`config.mk`:
```
export PLATFORM = sky130hd
export DESIGN_NAME = alu_control_seq_flat
export DESIGN_NICKNAME = d
export VERILOG_FILES = /design/src/rtl/alu_control_seq_pkg.sv /design/src/rtl/alu_control_seq_if.sv /design/src/rtl/alu_control_seq_decode.sv /design/src/rtl/alu_control_seq.sv /design/src/flat_wrapper.sv
export SDC_FILE = /design/constraint.sdc
export NUM_CORES = 1
export LEC_CHECK = 0
export BUFFER_PORTS_ARGS = -buffer_cell sky130_fd_sc_hd__buf_4
export CELL_PAD_IN_SITES_DETAIL_PLACEMENT = 1
export CELL_PAD_IN_SITES_GLOBAL_PLACEMENT = 1
export CORE_UTILIZATION = 30
export CTS_BUF_LIST = sky130_fd_sc_hd__clkbuf_8
export DETAILED_ROUTE_END_ITERATION = 7
export PLACE_DENSITY = 0.65
export SLEW_MARGIN = 20
export SYNTH_ARGS = -nofsm -noshare
export SYNTH_HDL_FRONTEND = slang
export SYNTH_HIERARCHICAL = 1
export SYNTH_SLANG_ARGS = --single-unit
```
`constraint.sdc`:
```
create_clock -name clk -period 1.85 [get_ports clk]
set_clock_uncertainty 0.15 [all_clocks]
set_input_delay 0.37 -clock clk [delete_from_list [all_inputs] [get_ports clk]]
set_output_delay 0.37 -clock clk [all_outputs]
set_load 0.01 [all_outputs]
```
`src/rtl/alu_control_seq_pkg.sv`:
```
// Shared ALU control encodings, decode helpers and FSM state type for alu_control_seq.
package alu_ctrl_pkg;

  localparam int CODE_W = 5;
  typedef logic [CODE_W-1:0] code_t;

  localparam code_t OP_AND    = 5'b00000;
  localparam code_t OP_OR     = 5'b00001;
  localparam code_t OP_ADD    = 5'b00010;
  localparam code_t OP_XOR    = 5'b00011;
  localparam code_t OP_SLL    = 5'b00100;
  localparam code_t OP_SRL    = 5'b00101;
  localparam code_t OP_SUB    = 5'b00110;
  localparam code_t OP_SRA    = 5'b00111;
  localparam code_t OP_SLT    = 5'b01000;
  localparam code_t OP_SLTU   = 5'b01001;
  localparam code_t OP_MUL    = 5'b01010;
  localparam code_t OP_MULH   = 5'b01011;
  localparam code_t OP_MULHSU = 5'b01100;
  localparam code_t OP_MULHU  = 5'b01101;
  localparam code_t OP_DIV    = 5'b01110;
  localparam code_t OP_DIVU   = 5'b01111;
  localparam code_t OP_REM    = 5'b10000;
  localparam code_t OP_REMU   = 5'b10001;

  localparam logic [1:0] ALUOP_LDST   = 2'b00;
  localparam logic [1:0] ALUOP_BRANCH = 2'b01;
  localparam logic [1:0] ALUOP_RTYPE  = 2'b10;
  localparam logic [1:0] ALUOP_ITYPE  = 2'b11;

  localparam logic [6:0] F7_BASE   = 7'b0000000;
  localparam logic [6:0] F7_ALT    = 7'b0100000;
  localparam logic [6:0] F7_MULDIV = 7'b0000001;

  typedef enum logic [1:0] {
    ST_IDLE,
    ST_MC,
    ST_HOLD
  } state_t;

  // fun3 -> op for the base (fun7=0) integer group, shared by R- and I-type
  function automatic code_t base_op(input logic [2:0] f3);
    code_t c;
    case (f3)
      3'b000:  c = OP_ADD;
      3'b001:  c = OP_SLL;
      3'b010:  c = OP_SLT;
      3'b011:  c = OP_SLTU;
      3'b100:  c = OP_XOR;
      3'b101:  c = OP_SRL;
      3'b110:  c = OP_OR;
      default: c = OP_AND;
    endcase
    return c;
  endfunction

  function automatic logic is_mul(input code_t c);
    return (c >= OP_MUL) && (c <= OP_MULHU);
  endfunction

  function automatic logic is_div(input code_t c);
    return (c >= OP_DIV) && (c <= OP_REMU);
  endfunction

endpackage

```
`src/rtl/alu_control_seq_if.sv`:
```
// Handshake and decode bus between the main decoder, alu_control_seq and the datapath.
interface alu_control_seq_if #(
  parameter int CTRL_W = 5
);
  logic              in_valid;
  logic              in_ready;
  logic [1:0]        alu_op;
  logic [6:0]        fun7;
  logic [2:0]        fun3;
  logic              out_valid;
  logic              out_ready;
  logic [CTRL_W-1:0] control_out;
  logic              busy;
  logic              illegal;

  modport master (
    output in_valid, alu_op, fun7, fun3, out_ready,
    input  in_ready, out_valid, control_out, busy, illegal
  );

  modport slave (
    input  in_valid, alu_op, fun7, fun3, out_ready,
    output in_ready, out_valid, control_out, busy, illegal
  );
endinterface

```
`src/rtl/alu_control_seq_decode.sv`:
```
// Combinational alu_op/fun7/fun3 decode into ALU op code, illegal flag and mul/div class.
module alu_ctrl_decode
  import alu_ctrl_pkg::*;
#(
  parameter int ENABLE_M = 1
) (
  input  logic [1:0] alu_op_i,
  input  logic [6:0] fun7_i,
  input  logic [2:0] fun3_i,
  output code_t      code_o,
  output logic       illegal_o,
  output logic       is_mul_o,
  output logic       is_div_o
);

  always_comb begin
    code_o    = OP_ADD;
    illegal_o = 1'b0;
    case (alu_op_i)
      ALUOP_LDST: code_o = OP_ADD;
      ALUOP_BRANCH: begin
        case (fun3_i[2:1])
          2'b00:   code_o = OP_SUB;
          2'b10:   code_o = OP_SLT;
          2'b11:   code_o = OP_SLTU;
          default: illegal_o = 1'b1;
        endcase
      end
      ALUOP_RTYPE: begin
        if (fun7_i == F7_BASE) begin
          code_o = base_op(fun3_i);
        end else if (fun7_i == F7_ALT) begin
          if (fun3_i == 3'b000)      code_o = OP_SUB;
          else if (fun3_i == 3'b101) code_o = OP_SRA;
          else                       illegal_o = 1'b1;
        end else if ((fun7_i == F7_MULDIV) && (ENABLE_M != 0)) begin
          code_o = OP_MUL + code_t'(fun3_i);
        end else begin
          illegal_o = 1'b1;
        end
      end
      default: begin
        // I-type: fun7 is immediate data except for the shift encodings
        if (fun3_i == 3'b001) begin
          if (fun7_i == F7_BASE) code_o = OP_SLL;
          else                   illegal_o = 1'b1;
        end else if (fun3_i == 3'b101) begin
          if (fun7_i == F7_BASE)     code_o = OP_SRL;
          else if (fun7_i == F7_ALT) code_o = OP_SRA;
          else                       illegal_o = 1'b1;
        end else begin
          code_o = base_op(fun3_i);
        end
      end
    endcase
    if (illegal_o) code_o = OP_ADD;
  end

  assign is_mul_o = is_mul(code_o);
  assign is_div_o = is_div(code_o);

endmodule

```
`src/rtl/alu_control_seq.sv`:
```
// ALU control stage: decode plus registered valid/ready handshake with multi-cycle MUL/DIV hold.
module alu_control_seq
  import alu_ctrl_pkg::*;
#(
  parameter int CTRL_W   = 5,
  parameter int ENABLE_M = 1,
  parameter int MUL_LAT  = 2,
  parameter int DIV_LAT  = 32
) (
  input  logic              clk,
  input  logic              rst_n,
  input  logic              flush,
  alu_control_seq_if.slave  bus
);

  localparam int MAX_LAT = (MUL_LAT > DIV_LAT) ? MUL_LAT : DIV_LAT;
  localparam int CNT_W   = $clog2(MAX_LAT + 1);

  state_t            state_q, state_d;
  logic [CNT_W-1:0]  cnt_q, cnt_d;
  logic [CTRL_W-1:0] ctrl_q, ctrl_d;
  logic              ill_q, ill_d;

  code_t            dec_code;
  logic             dec_ill, dec_mul, dec_div;
  logic [CNT_W-1:0] lat_m1;
  logic             in_ready;
  logic             accept;

  alu_ctrl_decode #(.ENABLE_M(ENABLE_M)) u_decode (
    .alu_op_i  (bus.alu_op),
    .fun7_i    (bus.fun7),
    .fun3_i    (bus.fun3),
    .code_o    (dec_code),
    .illegal_o (dec_ill),
    .is_mul_o  (dec_mul),
    .is_div_o  (dec_div)
  );

  always_comb begin
    lat_m1 = '0;
    if (dec_mul)      lat_m1 = CNT_W'(MUL_LAT - 1);
    else if (dec_div) lat_m1 = CNT_W'(DIV_LAT - 1);
  end

  assign in_ready = !flush &&
                    ((state_q == ST_IDLE) || ((state_q == ST_HOLD) && bus.out_ready));
  assign accept   = bus.in_valid && in_ready;

  always_comb begin
    state_d = state_q;
    cnt_d   = cnt_q;
    ctrl_d  = ctrl_q;
    ill_d   = ill_q;
    if (flush) begin
      // control_out deliberately keeps its last value across a flush
      state_d = ST_IDLE;
      cnt_d   = '0;
      ill_d   = 1'b0;
    end else if (accept) begin
      ctrl_d  = CTRL_W'(dec_code);
      ill_d   = dec_ill;
      cnt_d   = lat_m1;
      state_d = (lat_m1 != '0) ? ST_MC : ST_HOLD;
    end else begin
      case (state_q)
        ST_MC: begin
          cnt_d = cnt_q - CNT_W'(1);
          if (cnt_q == CNT_W'(1)) state_d = ST_HOLD;
        end
        ST_HOLD: begin
          if (bus.out_ready) begin
            state_d = ST_IDLE;
            ill_d   = 1'b0;
          end
        end
        default: ;
      endcase
    end
  end

  always_ff @(posedge clk or negedge rst_n) begin
    if (!rst_n) begin
      state_q <= ST_IDLE;
      cnt_q   <= '0;
      ctrl_q  <= CTRL_W'(OP_ADD);
      ill_q   <= 1'b0;
    end else begin
      state_q <= state_d;
      cnt_q   <= cnt_d;
      ctrl_q  <= ctrl_d;
      ill_q   <= ill_d;
    end
  end

  assign bus.in_ready    = in_ready;
  assign bus.out_valid   = (state_q == ST_HOLD);
  assign bus.busy        = (state_q == ST_MC);
  assign bus.control_out = ctrl_q;
  assign bus.illegal     = ill_q;

endmodule

```
`src/flat_wrapper.sv`:
```
// flat-port wrapper written by rule: the top's interface ports become plain ports
module alu_control_seq_flat import alu_ctrl_pkg::*;
#(
  parameter int CTRL_W   = 5,
  parameter int ENABLE_M = 1,
  parameter int MUL_LAT  = 2,
  parameter int DIV_LAT  = 32
)
  (clk, rst_n, flush, bus_in_valid, bus_alu_op, bus_fun7, bus_fun3, bus_out_ready, bus_in_ready, bus_out_valid, bus_control_out, bus_busy, bus_illegal);
  alu_control_seq_if #(.CTRL_W(CTRL_W)) bus_i ();
  input  logic clk;
  input  logic rst_n;
  input  logic flush;
  input wire logic [$bits(bus_i.in_valid)-1:0] bus_in_valid;
  input wire logic [$bits(bus_i.alu_op)-1:0] bus_alu_op;
  input wire logic [$bits(bus_i.fun7)-1:0] bus_fun7;
  input wire logic [$bits(bus_i.fun3)-1:0] bus_fun3;
  input wire logic [$bits(bus_i.out_ready)-1:0] bus_out_ready;
  output wire logic [$bits(bus_i.in_ready)-1:0] bus_in_ready;
  output wire logic [$bits(bus_i.out_valid)-1:0] bus_out_valid;
  output wire logic [$bits(bus_i.control_out)-1:0] bus_control_out;
  output wire logic [$bits(bus_i.busy)-1:0] bus_busy;
  output wire logic [$bits(bus_i.illegal)-1:0] bus_illegal;
  assign bus_i.in_valid = bus_in_valid;
  assign bus_i.alu_op = bus_alu_op;
  assign bus_i.fun7 = bus_fun7;
  assign bus_i.fun3 = bus_fun3;
  assign bus_i.out_ready = bus_out_ready;
  assign bus_in_ready = bus_i.in_ready;
  assign bus_out_valid = bus_i.out_valid;
  assign bus_control_out = bus_i.control_out;
  assign bus_busy = bus_i.busy;
  assign bus_illegal = bus_i.illegal;
  alu_control_seq #(.CTRL_W(CTRL_W), .ENABLE_M(ENABLE_M), .MUL_LAT(MUL_LAT), .DIV_LAT(DIV_LAT)) u_core (.clk(clk), .rst_n(rst_n), .flush(flush), .bus(bus_i));
endmodule
```
==> results.json, run 1 <==
{
  "finalNonFillerCells": 254,
  "post_drt_wl_per_cell_um": 14.92,
  "clkTransAtPathRegs_ns": 0.06,
  "p_seq_share_pct": 37.7,
  "switchingPower_uw": 297.5,
  "tightest_slew_ns": 0.4412,
  "synth_ff_type": "dfrtp_1",
  "area_growth_pct": 51.94,
  "avgSynthCellArea_um2": 8.324,
  "ys_seq_elements": 14,
  "grt_pass1_wl_mm": 6.106,
  "routabilityCongestion": 0.8637,
  "place_hpwl_mm": 2.947,
  "grt_overflow": 0,
  "insertion_delay_ns": 0.24,
  "setup_viol": 13,
  "fin_nets": 231,
  "p_comb_share_pct": 35.1,
  "drv_cap": 0,
  "initial_utilization_pct": 32.21,
  "antenna_found_initial": 0,
  "clock_sinks": 14,
  "fillers": 451,
  "clkPwrFrac_pct": 27.2,
  "fmax_ghz": 0.3778,
  "grt_use_total_pct": 18.49,
  "timing.final.crit_period_ns": 2.647,
  "rrSetupSlack_ns": 0.09,
  "relSlewSlack_pct": 70.51,
  "hold_violations": 0,
  "grt_max_degree": 15,
  "core.rowCount": 22,
  "synth_cells": 147,
  "total_power_uw": 943.5,
  "cts_buffers": 3,
  "viasPerCell": 5.055,
  "drtPass1Iterations": 4,
  "dp_cells": 247,
  "dieArea_um2": 4338,
  "power_density_nw_per_um2": 507.5,
  "rsz0062_at_grt": "true",
  "violations": "setup timing",
  "p_int_uw": 646.0,
  "fin_ws_ns": -0.7972,
  "cpMaxStageDelayCell": "or4_4",
  "cp-end-kind": "flop",
  "drcViolationCount": 0,
  "mostFrequentLayoutCells": "buf_4 (55), nand2_1 (22), dfrtp_1 (13)",
  "fp.dieH_um": 65.87,
  "synth_edf_count": 0,
  "critPathMaxStageDelay_ns": 0.52,
  "synth_seq_area_share_pct": 28.73,
  "ys_types": 45,
  "detail-route-antenna-nets": 0,
  "reg2reg_to": "u_core/state_q[1]$_DFFE_PN0P_",
  "numPortBuffers": 25,
  "crit_start": "bus_fun7[4]",
  "vias": 1284,
  "fp.dieW_um": 65.87,
  "endpoint": "u_core/cnt_q[2]$_DFFE_PN0P_",
  "hp-class": "flop to flop",
  "clockRootBuffer": "clkbuf_8",
  "rr_startpoint": "u_core/state_q[1]$_DFFE_PN0P_",
  "r2r_cells": 4,
  "post_dp_cell_area_um2": 1695,
  "cts_tree": "done",
  "syn_nets": 171,
  "max-clock-path-buffers": 2,
  "drv_slew": 0,
  "final_area_um2": 1859,
  "crit_chain": "buf_6 > or4_4 > or4_4 > nor3_4 > a21oi_2 > or3_1 > a21oi_2 > nand2b_1 > a21o_1 > a221oi_2",
  "swShare_pct": 31.53,
  "holdWs_ns": 0.3155,
  "vdd_drop_max_mv": 0.1780,
  "ys_warn_count": 6,
  "layout_commonest_cell": "buf_4",
  "arrival_ns": 2.65,
  "dpl_worst_slack_ns": -1.054,
  "core_region_area_um2": 3799,
  "syn_area_um2": 1224,
  "critPathLaunchType": "input pin",
  "hold_depth": 2,
  "drtIter0Drc": 46,
  "crit_fanout": 3,
  "synthArstFlopShare_pct": 100.0,
  "outcome": "finished with violations",
  "grt_pass1_vias": 1356,
  "pin_count": 26,
  "critical_path_class": "input pin to flop",
  "wl_mm": 3.789,
  "p_leak_nw": 0.8365,
  "critPathRequiredTime_ns": 1.86,
  "timing.final.crit_share_pct": 143.1,
  "diodes": 0,
  "drive_gt1_share_pct": 45.15,
  "htree_levels": 1
}
[stage by stage]
step	utilization, %	TNS (ns)
6_report	48.95	-6.254
5_1_grt	48.95	-7.272
4_1_cts	47.10	-5.797
3_5_place_dp	44.63	-9.642
3_3_place_gp	44.63	-9.301
2_1_floorplan	-	-5.958
[layer usage]
layer	global-route usage (%)	wire length (µm)	part of all wire [%]	vias to the layer above
li1	-	-	-	637
met1	19.39	1584	42	626
met2	37.24	2086	55	17
met3	1.552	65	1.7	4
met4	6.522	53	1.4	0
met5	0	0	0	-
[critical path: cells and delay by family]
| family | cells | cell delay [ns] |
|---|---|---|
| compound gates | 4 | 0.54 |
| buf+inv | 1 | 0.09 |
| simple gates | 5 | 1.65 |
[sequential cells by signal, indices dropped and copies added (netlist names)]
signal and cells:
u_core/cnt_q 6, u_core/bus.control_out 5, u_core/state_q 2, u_core/bus.illegal 1
[layout make-up]
type / count / area, µm² / share of cell area (%)
flip-flops and latches: 14 / 351.6 / 18.91
clock buffers: 3 / 41.29 / 2.221
repair buffers: 59 / 456.7 / 24.56
multi-input cells: 118 / 904.6 / 48.65
well taps: 48 / 60.06 / 3.230
inverters: 11 / 41.29 / 2.221
clock inverters: 1 / 3.754 / 0.2019
[cells by family after synthesis]
group	after synthesis	share of synthesized area (%)
muxes	1	0.9202
DFF	14	28.73
adders and majority gates	7	7.157
xor gates and xnor gates	5	3.579
AOI/OAI and AO/OA	32	17.48
buffers and inverters	15	5.317
and+or+nand+nor	73	36.81
[worst min-delay path by stage]
stage	start	end
2_1_floorplan	rst_n	u_core/bus.control_out[0]$_DFFE_PN0P_
3_3_place_gp	rst_n	u_core/state_q[1]$_DFFE_PN0P_
3_5_place_dp	rst_n	u_core/state_q[0]$_DFFE_PN0P_
4_1_cts	u_core/bus.control_out[1]$_DFFE_PN1P_	u_core/bus.control_out[1]$_DFFE_PN1P_
5_1_grt	flush	u_core/cnt_q[0]$_DFFE_PN0P_
6_report	u_core/bus.control_out[1]$_DFFE_PN1P_	u_core/bus.control_out[1]$_DFFE_PN1P_
[synthesized netlist by cell type, types with 2 or more instances]
master / number / area, µm²
o21ai_0: 4 / 20.02
nor4b_2: 2 / 30.03
o31ai_1: 3 / 22.52
nor3_2: 3 / 30.03
nor2b_1: 3 / 18.77
or4_4: 2 / 22.52
o22ai_1: 2 / 12.51
a21oi_1: 9 / 45.04
nand2_1: 22 / 82.58
a31oi_1: 2 / 12.51
nor3b_1: 2 / 15.01
xnor2_1: 4 / 35.03
a211oi_1: 2 / 15.01
ha_1: 7 / 87.58
nor3_1: 5 / 25.02
nand2b_1: 7 / 43.79
dfrtp_1: 13 / 325.3
nand3b_1: 4 / 30.03
or3_1: 2 / 12.51
nor2_1: 8 / 30.03
nand3_1: 4 / 20.02
clkbuf_1: 2 / 7.510
nor4_1: 2 / 12.51
inv_1: 11 / 41.29
or2_2: 2 / 12.51
[power by group through the flow]
stage	logic (mW)	clock network, mW	registers, mW
detailed placement	0.305	0	0.362
CTS	0.315	0.264	0.356
finish	0.331	0.257	0.356
global placement	0.296	0	0.360
global route	0.364	0.273	0.359
floorplan	0.140	0	0.363
[timing repair]
item	CTS	global route
pin swaps	3	4
hold endpoints to repair	13	0
setup buffers	2	0
hold buffers	1	0
resized for setup	5	15
setup endpoints to repair	13	14
(Power assumes the default switching activity.)
==> run 2, diff against run 1 <==
- PLACE_DENSITY: 0.65 -> not set
- PLACE_DENSITY_LB_ADDON: not set -> 0.15
- RECOVER_POWER: not set -> 50
==> run 2 against run 1 <==
The flow still finishes with violations (setup timing). Largest cell class unchanged. Largest power group unchanged. Final area fell by 0.67%. Final cell count increased by 0.39%. Non-clock buffer count rose by 1. Via count rose by 3.2%. Routed wire length grew 4.6%. Utilization fell by 0.33 points. First-iteration DRC count rose by 13%. Combinational power barely moved. Global-route usage up 2.4 points. Total power up 5.1%. Clock-buffer cell count rose by 1. Register-to-register slack about the same.
==> results.json, run 2 (synthesis results as in run 1) <==
{
  "outcome": "finished with violations",
  "violations": "setup timing",
  "critPathRequiredTime_ns": 1.85,
  "drtPass1Iterations": 4,
  "grt_overflow": 0,
  "mostFrequentLayoutCells": "buf_4 (56), nand2_1 (22), dfrtp_1 (13)",
  "rrSetupSlack_ns": 0.09,
  "largest_register_ffs": 6,
  "crit_fanout": 3,
  "rr_startpoint": "u_core/state_q[1]$_DFFE_PN0P_",
  "setup_viol": 13,
  "largest-register": "u_core/cnt_q",
  "arrival_ns": 2.73,
  "drive_gt1_share_pct": 44.44,
  "post_dp_cell_area_um2": 1718,
  "dieArea_um2": 4338,
  "clock_sinks": 14,
  "pin_count": 26,
  "vdd_drop_max_mv": 0.1997,
  "wl_mm": 3.965,
  "rsz0062_at_grt": "true",
  "drv_slew": 0,
  "relSlewSlack_pct": 44.87,
  "timing.final.crit_share_pct": 147.9,
  "tightest_slew_ns": 0.8270,
  "fin_ws_ns": -0.8864,
  "max-clock-path-buffers": 2,
  "reg2reg_to": "u_core/state_q[1]$_DFFE_PN0P_",
  "hold_violations": 0,
  "initial_utilization_pct": 32.21,
  "core.rowCount": 22,
  "grt_use_total_pct": 20.88,
  "tns_ns": -6.444,
  "fp.dieH_um": 65.87,
  "diodes": 0,
  "post_drt_wl_per_cell_um": 15.55,
  "insertion_delay_ns": 0.25,
  "grt_pass1_vias": 1472,
  "routabilityCongestion": 0.8418,
  "clockRootBuffer": "clkbuf_8",
  "timing.final.crit_period_ns": 2.736,
  "dp_cells": 250,
  "area_growth_pct": 50.92,
  "detail-route-antenna-nets": 0,
  "fin_nets": 232,
  "drv_cap": 0,
  "hold_depth": 2,
  "drcViolationCount": 0,
  "p_leak_nw": 0.8277,
  "critical_path_class": "input pin to flop",
  "hp-class": "flop to flop",
  "critPathLaunchType": "input pin",
  "drtIter0Drc": 52,
  "cts_buffers": 3,
  "grt_pass1_wl_mm": 6.837,
  "fmax_ghz": 0.3655,
  "dpl_worst_slack_ns": -1.092,
  "antenna_found_initial": 0,
  "total_power_uw": 992.0,
  "core_region_area_um2": 3799,
  "finalNonFillerCells": 255,
  "numPortBuffers": 25,
  "final_area_um2": 1847,
  "power_density_nw_per_um2": 537.1,
  "hp-start": "u_core/bus.control_out[1]$_DFFE_PN1P_",
  "cp-end-kind": "flop",
  "grt_max_degree": 15,
  "fp.dieW_um": 65.87,
  "place_hpwl_mm": 3.100,
  "layout_commonest_cell": "buf_4",
  "htree_levels": 1,
  "viasPerCell": 5.196,
  "cts_tree": "done",
  "vias": 1325,
  "hold_end": "u_core/bus.control_out[1]$_DFFE_PN1P_",
  "clkTransAtPathRegs_ns": 0.06,
  "r2r_cells": 4
}
## run 2: cell types whose count changed in the layout (fill, tap and decap cells not counted), sizes merged
cell,change
inv,-1
clkbuf,+2
## run 2: per-layer routing
| metal | vias up | routed length [µm] | GRT usage (%) |
|---|---|---|---|
| met5 | - | 0 | 0 |
| met4 | 0 | 99 | 9.239 |
| met3 | 10 | 68 | 2.069 |
| met2 | 20 | 2312 | 40.69 |
| met1 | 656 | 1484 | 22.12 |
| li1 | 639 | - | - |
## run 2: cell type report
cell class                      instances  area, µm²
Clock buffer                            4      55.05
Sequential cell                        14      351.6
Timing Repair Buffer                   60      456.7
Tap cell                               48      60.06
Inverter                               11      41.29
Multi-Input combinational cell        118      882.1
Fill cell                             466       1952
## run 2: metrics by stage
stage	utilization, %	hold slack (ns)
2_1_floorplan	-	-0.07559
3_3_place_gp	45.22	0.08122
3_5_place_dp	45.22	0.08659
4_1_cts	47.92	0.3193
5_1_grt	48.62	0.3456
6_report	48.62	0.3198
## run 2: worst max path at each step
stage	startpoint	end	depth (start not counted)
floorplan	bus_fun7[4]	u_core/cnt_q[2]$_DFFE_PN0P_	9
global placement	bus_fun7[4]	u_core/cnt_q[2]$_DFFE_PN0P_	10
detailed placement	bus_fun7[4]	u_core/cnt_q[1]$_DFFE_PN0P_	11
CTS	bus_fun7[4]	u_core/cnt_q[2]$_DFFE_PN0P_	10
global route	bus_fun7[4]	u_core/cnt_q[1]$_DFFE_PN0P_	11
finish	bus_fun7[4]	u_core/cnt_q[1]$_DFFE_PN0P_	11
## run 2: timing repair
| item | in CTS | in global routing |
|---|---|---|
| hold endpoints to repair | 13 | 0 |
| pin swaps | 8 | 5 |
| gates resized for setup | 8 | 7 |
| hold buffers | 1 | 0 |
| setup buffers | 2 | 1 |
| endpoints found under the setup margin | 13 | 14 |
## run 2: where the power goes
part           total [mW]  switching, mW  leakage [nW]  internal, mW
Sequential          0.357         0.0232         0.188         0.333
Combinational       0.330          0.165         0.611         0.165
Clock               0.305          0.117        0.0288         0.189
## run 2: worst max-delay path, cell delays in order
cell      delay, ns
buf_6          0.09
or4_4          0.52
or4_4          0.46
nor3_4         0.19
a21oi_2        0.06
or3_1          0.36
a21oi_2        0.17
nand2b_1       0.12
a21oi_2        0.17
o211ai_1       0.12
o31ai_2        0.10
==> run 3, diff against run 2 <==
- SYNTH_HIERARCHICAL: 1 -> not set
==> run 3 against run 2 <==
The run still ends with setup timing left. Clock power about the same. Critical path depth shrank 4. Sequential share of layout area is 0.48 points lower.
==> results.json, run 3 <==
{
  "outcome": "finished with violations",
  "violations": "setup timing",
  "setup_viol": 11,
  "synth_top_area_cell": "dfrtp_1",
  "drtPass1Iterations": 4,
  "drv_cap": 0,
  "vdd_drop_max_mv": 0.2370,
  "largest_register_ffs": 6,
  "clkTransAtPathRegs_ns": 0.07,
  "arrival_ns": 2.07,
  "viasPerCell": 5.211,
  "synth_edf_count": 0,
  "clock_sinks": 14,
  "synthArstFlopShare_pct": 100.0,
  "rsz0062_at_grt": "true",
  "drv_slew": 0,
  "fillers": 435,
  "fmax_ghz": 0.4858,
  "rr_startpoint": "u_core.state_q[1]$_DFFE_PN0P_",
  "numPortBuffers": 25,
  "max-clock-path-buffers": 2,
  "routabilityCongestion": 0.8598,
  "hp-class": "input pin to flop",
  "p_leak_nw": 0.8758,
  "crit_start": "bus_fun7[1]",
  "fp.dieW_um": 64.91,
  "antenna_found_initial": 0,
  "pin_count": 26,
  "holdWs_ns": 0.2628,
  "vias": 1261,
  "drive_gt1_share_pct": 52.58,
  "crit_chain": "buf_6 > or4_4 > nor3_4 > nand4_1 > nor2_1 > a21oi_1 > a221oi_2",
  "diodes": 0,
  "post_drt_wl_per_cell_um": 15.33,
  "drtIter0Drc": 17,
  "netlist_top_cells_area": "dfrtp_1 (27%), ha_1 (7.4%), nand2_1 (5.4%)",
  "layout_commonest_cell": "buf_4",
  "ys_types": 47,
  "synth_ff_type": "dfrtp_1",
  "initial_utilization_pct": 31.95,
  "detail-route-antenna-nets": 0,
  "hold_violations": 0,
  "fin_nets": 219,
  "hp-start": "flush",
  "drcViolationCount": 0,
  "grt_max_degree": 15,
  "ys_seq_elements": 14,
  "critPathMaxStageDelay_ns": 0.58,
  "syn_nets": 158,
  "core_region_area_um2": 3716,
  "crit_fanout": 3,
  "relSlewSlack_pct": 48.94,
  "mostFrequentLayoutCells": "buf_4 (54), nand2_1 (14), dfrtp_1 (13)",
  "wl_mm": 3.711,
  "yosysMostFrequentCell": "nand2_1",
  "grt_overflow": 0,
  "fp.dieH_um": 64.91,
  "syn_area_um2": 1187,
  "critPathLaunchType": "input pin",
  "synth_seq_area_share_pct": 29.61,
  "rrSetupSlack_ns": 0.15,
  "cpMaxStageDelayCell": "or4_4",
  "cts_buffers": 3,
  "fin_ws_ns": -0.2086,
  "dieArea_um2": 4213,
  "synth_cells": 134,
  "synth_common_cells": "nand2_1 (17), dfrtp_1 (13), nor2_1 (10), o21ai_0 (10), inv_1 (8)",
  "timing.final.crit_share_pct": 111.3,
  "grt_pass1_vias": 1349,
  "grt_use_total_pct": 18.89,
  "ys_warn_count": 0,
  "critPathRequiredTime_ns": 1.86,
  "area_growth_pct": 59.54,
  "grt_pass1_wl_mm": 6.106,
  "insertion_delay_ns": 0.25,
  "core.rowCount": 22,
  "htree_levels": 1,
  "timing.final.crit_period_ns": 2.059,
  "clockRootBuffer": "clkbuf_8",
  "avgSynthCellArea_um2": 8.861,
  "place_hpwl_mm": 2.807,
  "power_density_nw_per_um2": 504.6,
  "cp-end-kind": "flop",
  "synth_top_area_share_pct": 27.40,
  "cts_tree": "done",
  "critical_path_class": "input pin to flop",
  "tns_ns": -1.236,
  "tightest_slew_ns": 0.7660,
  "largest-register": "u_core.cnt_q"
}
run 3: cell count changes in the layout (fill, tap and decap cells not counted), sizes merged, moves of 3 or more:
cell   change
nor3       -4
inv        -3
a21oi      -6
nand2      -5
nor2       +3
xor2       +3
o21ai      +5
run 3: path summary, 6_finish.rpt:
check	to	depth (start not counted)
max in group asynchronous	u_core.bus.control_out[3]$_DFFE_PN0P_	2
min in group asynchronous	u_core.state_q[0]$_DFFE_PN0P_	2
min reg2reg	u_core.bus.control_out[1]$_DFFE_PN1P_	2
max reg2reg	u_core.state_q[1]$_DFFE_PN0P_	5
min	u_core.cnt_q[4]$_DFFE_PN0P_	3
max	u_core.cnt_q[4]$_DFFE_PN0P_	7
run 3: routing by layer:
| layer | part of all wire (%) | vias to the layer above | global-route usage [%] |
|---|---|---|---|
| li1 | - | 602 | - |
| met4 | 2.0 | 0 | 8.889 |
| met5 | 0 | - | 0 |
| met2 | 53 | 34 | 34.64 |
| met3 | 3.7 | 8 | 2.817 |
| met1 | 41 | 617 | 21.03 |
run 3: timing repair:
| item | 4_1_cts | 5_1_grt |
|---|---|---|
| gates resized for setup | 20 | 28 |
| endpoints found under the setup margin | 11 | 15 |
| pin swaps | 8 | 6 |
| endpoints found under the hold margin | 13 | 0 |
| hold buffers | 1 | 0 |
| buffers inserted | 2 | 2 |
run 3: cell families (layout without fill, tap and decap cells):
family	Yosys count	count (layout)	synth area share, %
AND/OR/NAND/NOR	58	58	27.82
multiplexers	2	2	1.686
XOR/XNOR	6	6	4.426
flip-flops	14	14	29.61
buffers and inverters	12	72	6.006
AO/OA/AOI/OAI	35	35	23.08
adder cells (fa/ha/maj)	7	7	7.376
run 3: layout make-up:
cell class | count | area [µm²] | area share, %
Tap cell | 48 | 60.06 | 3.170
Sequential cell | 14 | 351.6 | 18.56
Clock buffer | 4 | 55.05 | 2.906
Timing Repair Buffer | 60 | 464.2 | 24.50
Inverter | 8 | 32.53 | 1.717
Multi-Input combinational cell | 108 | 930.9 | 49.14
run 3: stage by stage:
step	setup slack (ns)	utilization [%]	total power [mW]	cell area [µm²]	std cells
6_report	-0.2086	50.98	0.9558	1894	242
3_5_place_dp	-0.6130	43.57	0.5989	1619	233
4_1_cts	-0.1892	48.05	0.9290	1785	240
5_1_grt	-0.2989	50.98	0.9997	1894	242
3_3_place_gp	-0.4811	43.57	0.5884	1619	233
2_1_floorplan	-0.2244	-	0.4623	1187	134
run 3: critical path: cells and delay by family:
family          cells  cell delay, ns
simple gates        4            1.27
compound gates      2            0.34
buf+inv             1            0.09
run 3: power breakdown:
group	switching (mW)	leakage [nW]	internal, mW
registers	0.0125	0.189	0.326
logic	0.158	0.658	0.156
clock network	0.115	0.0288	0.189
total	0.285	0.876	0.671
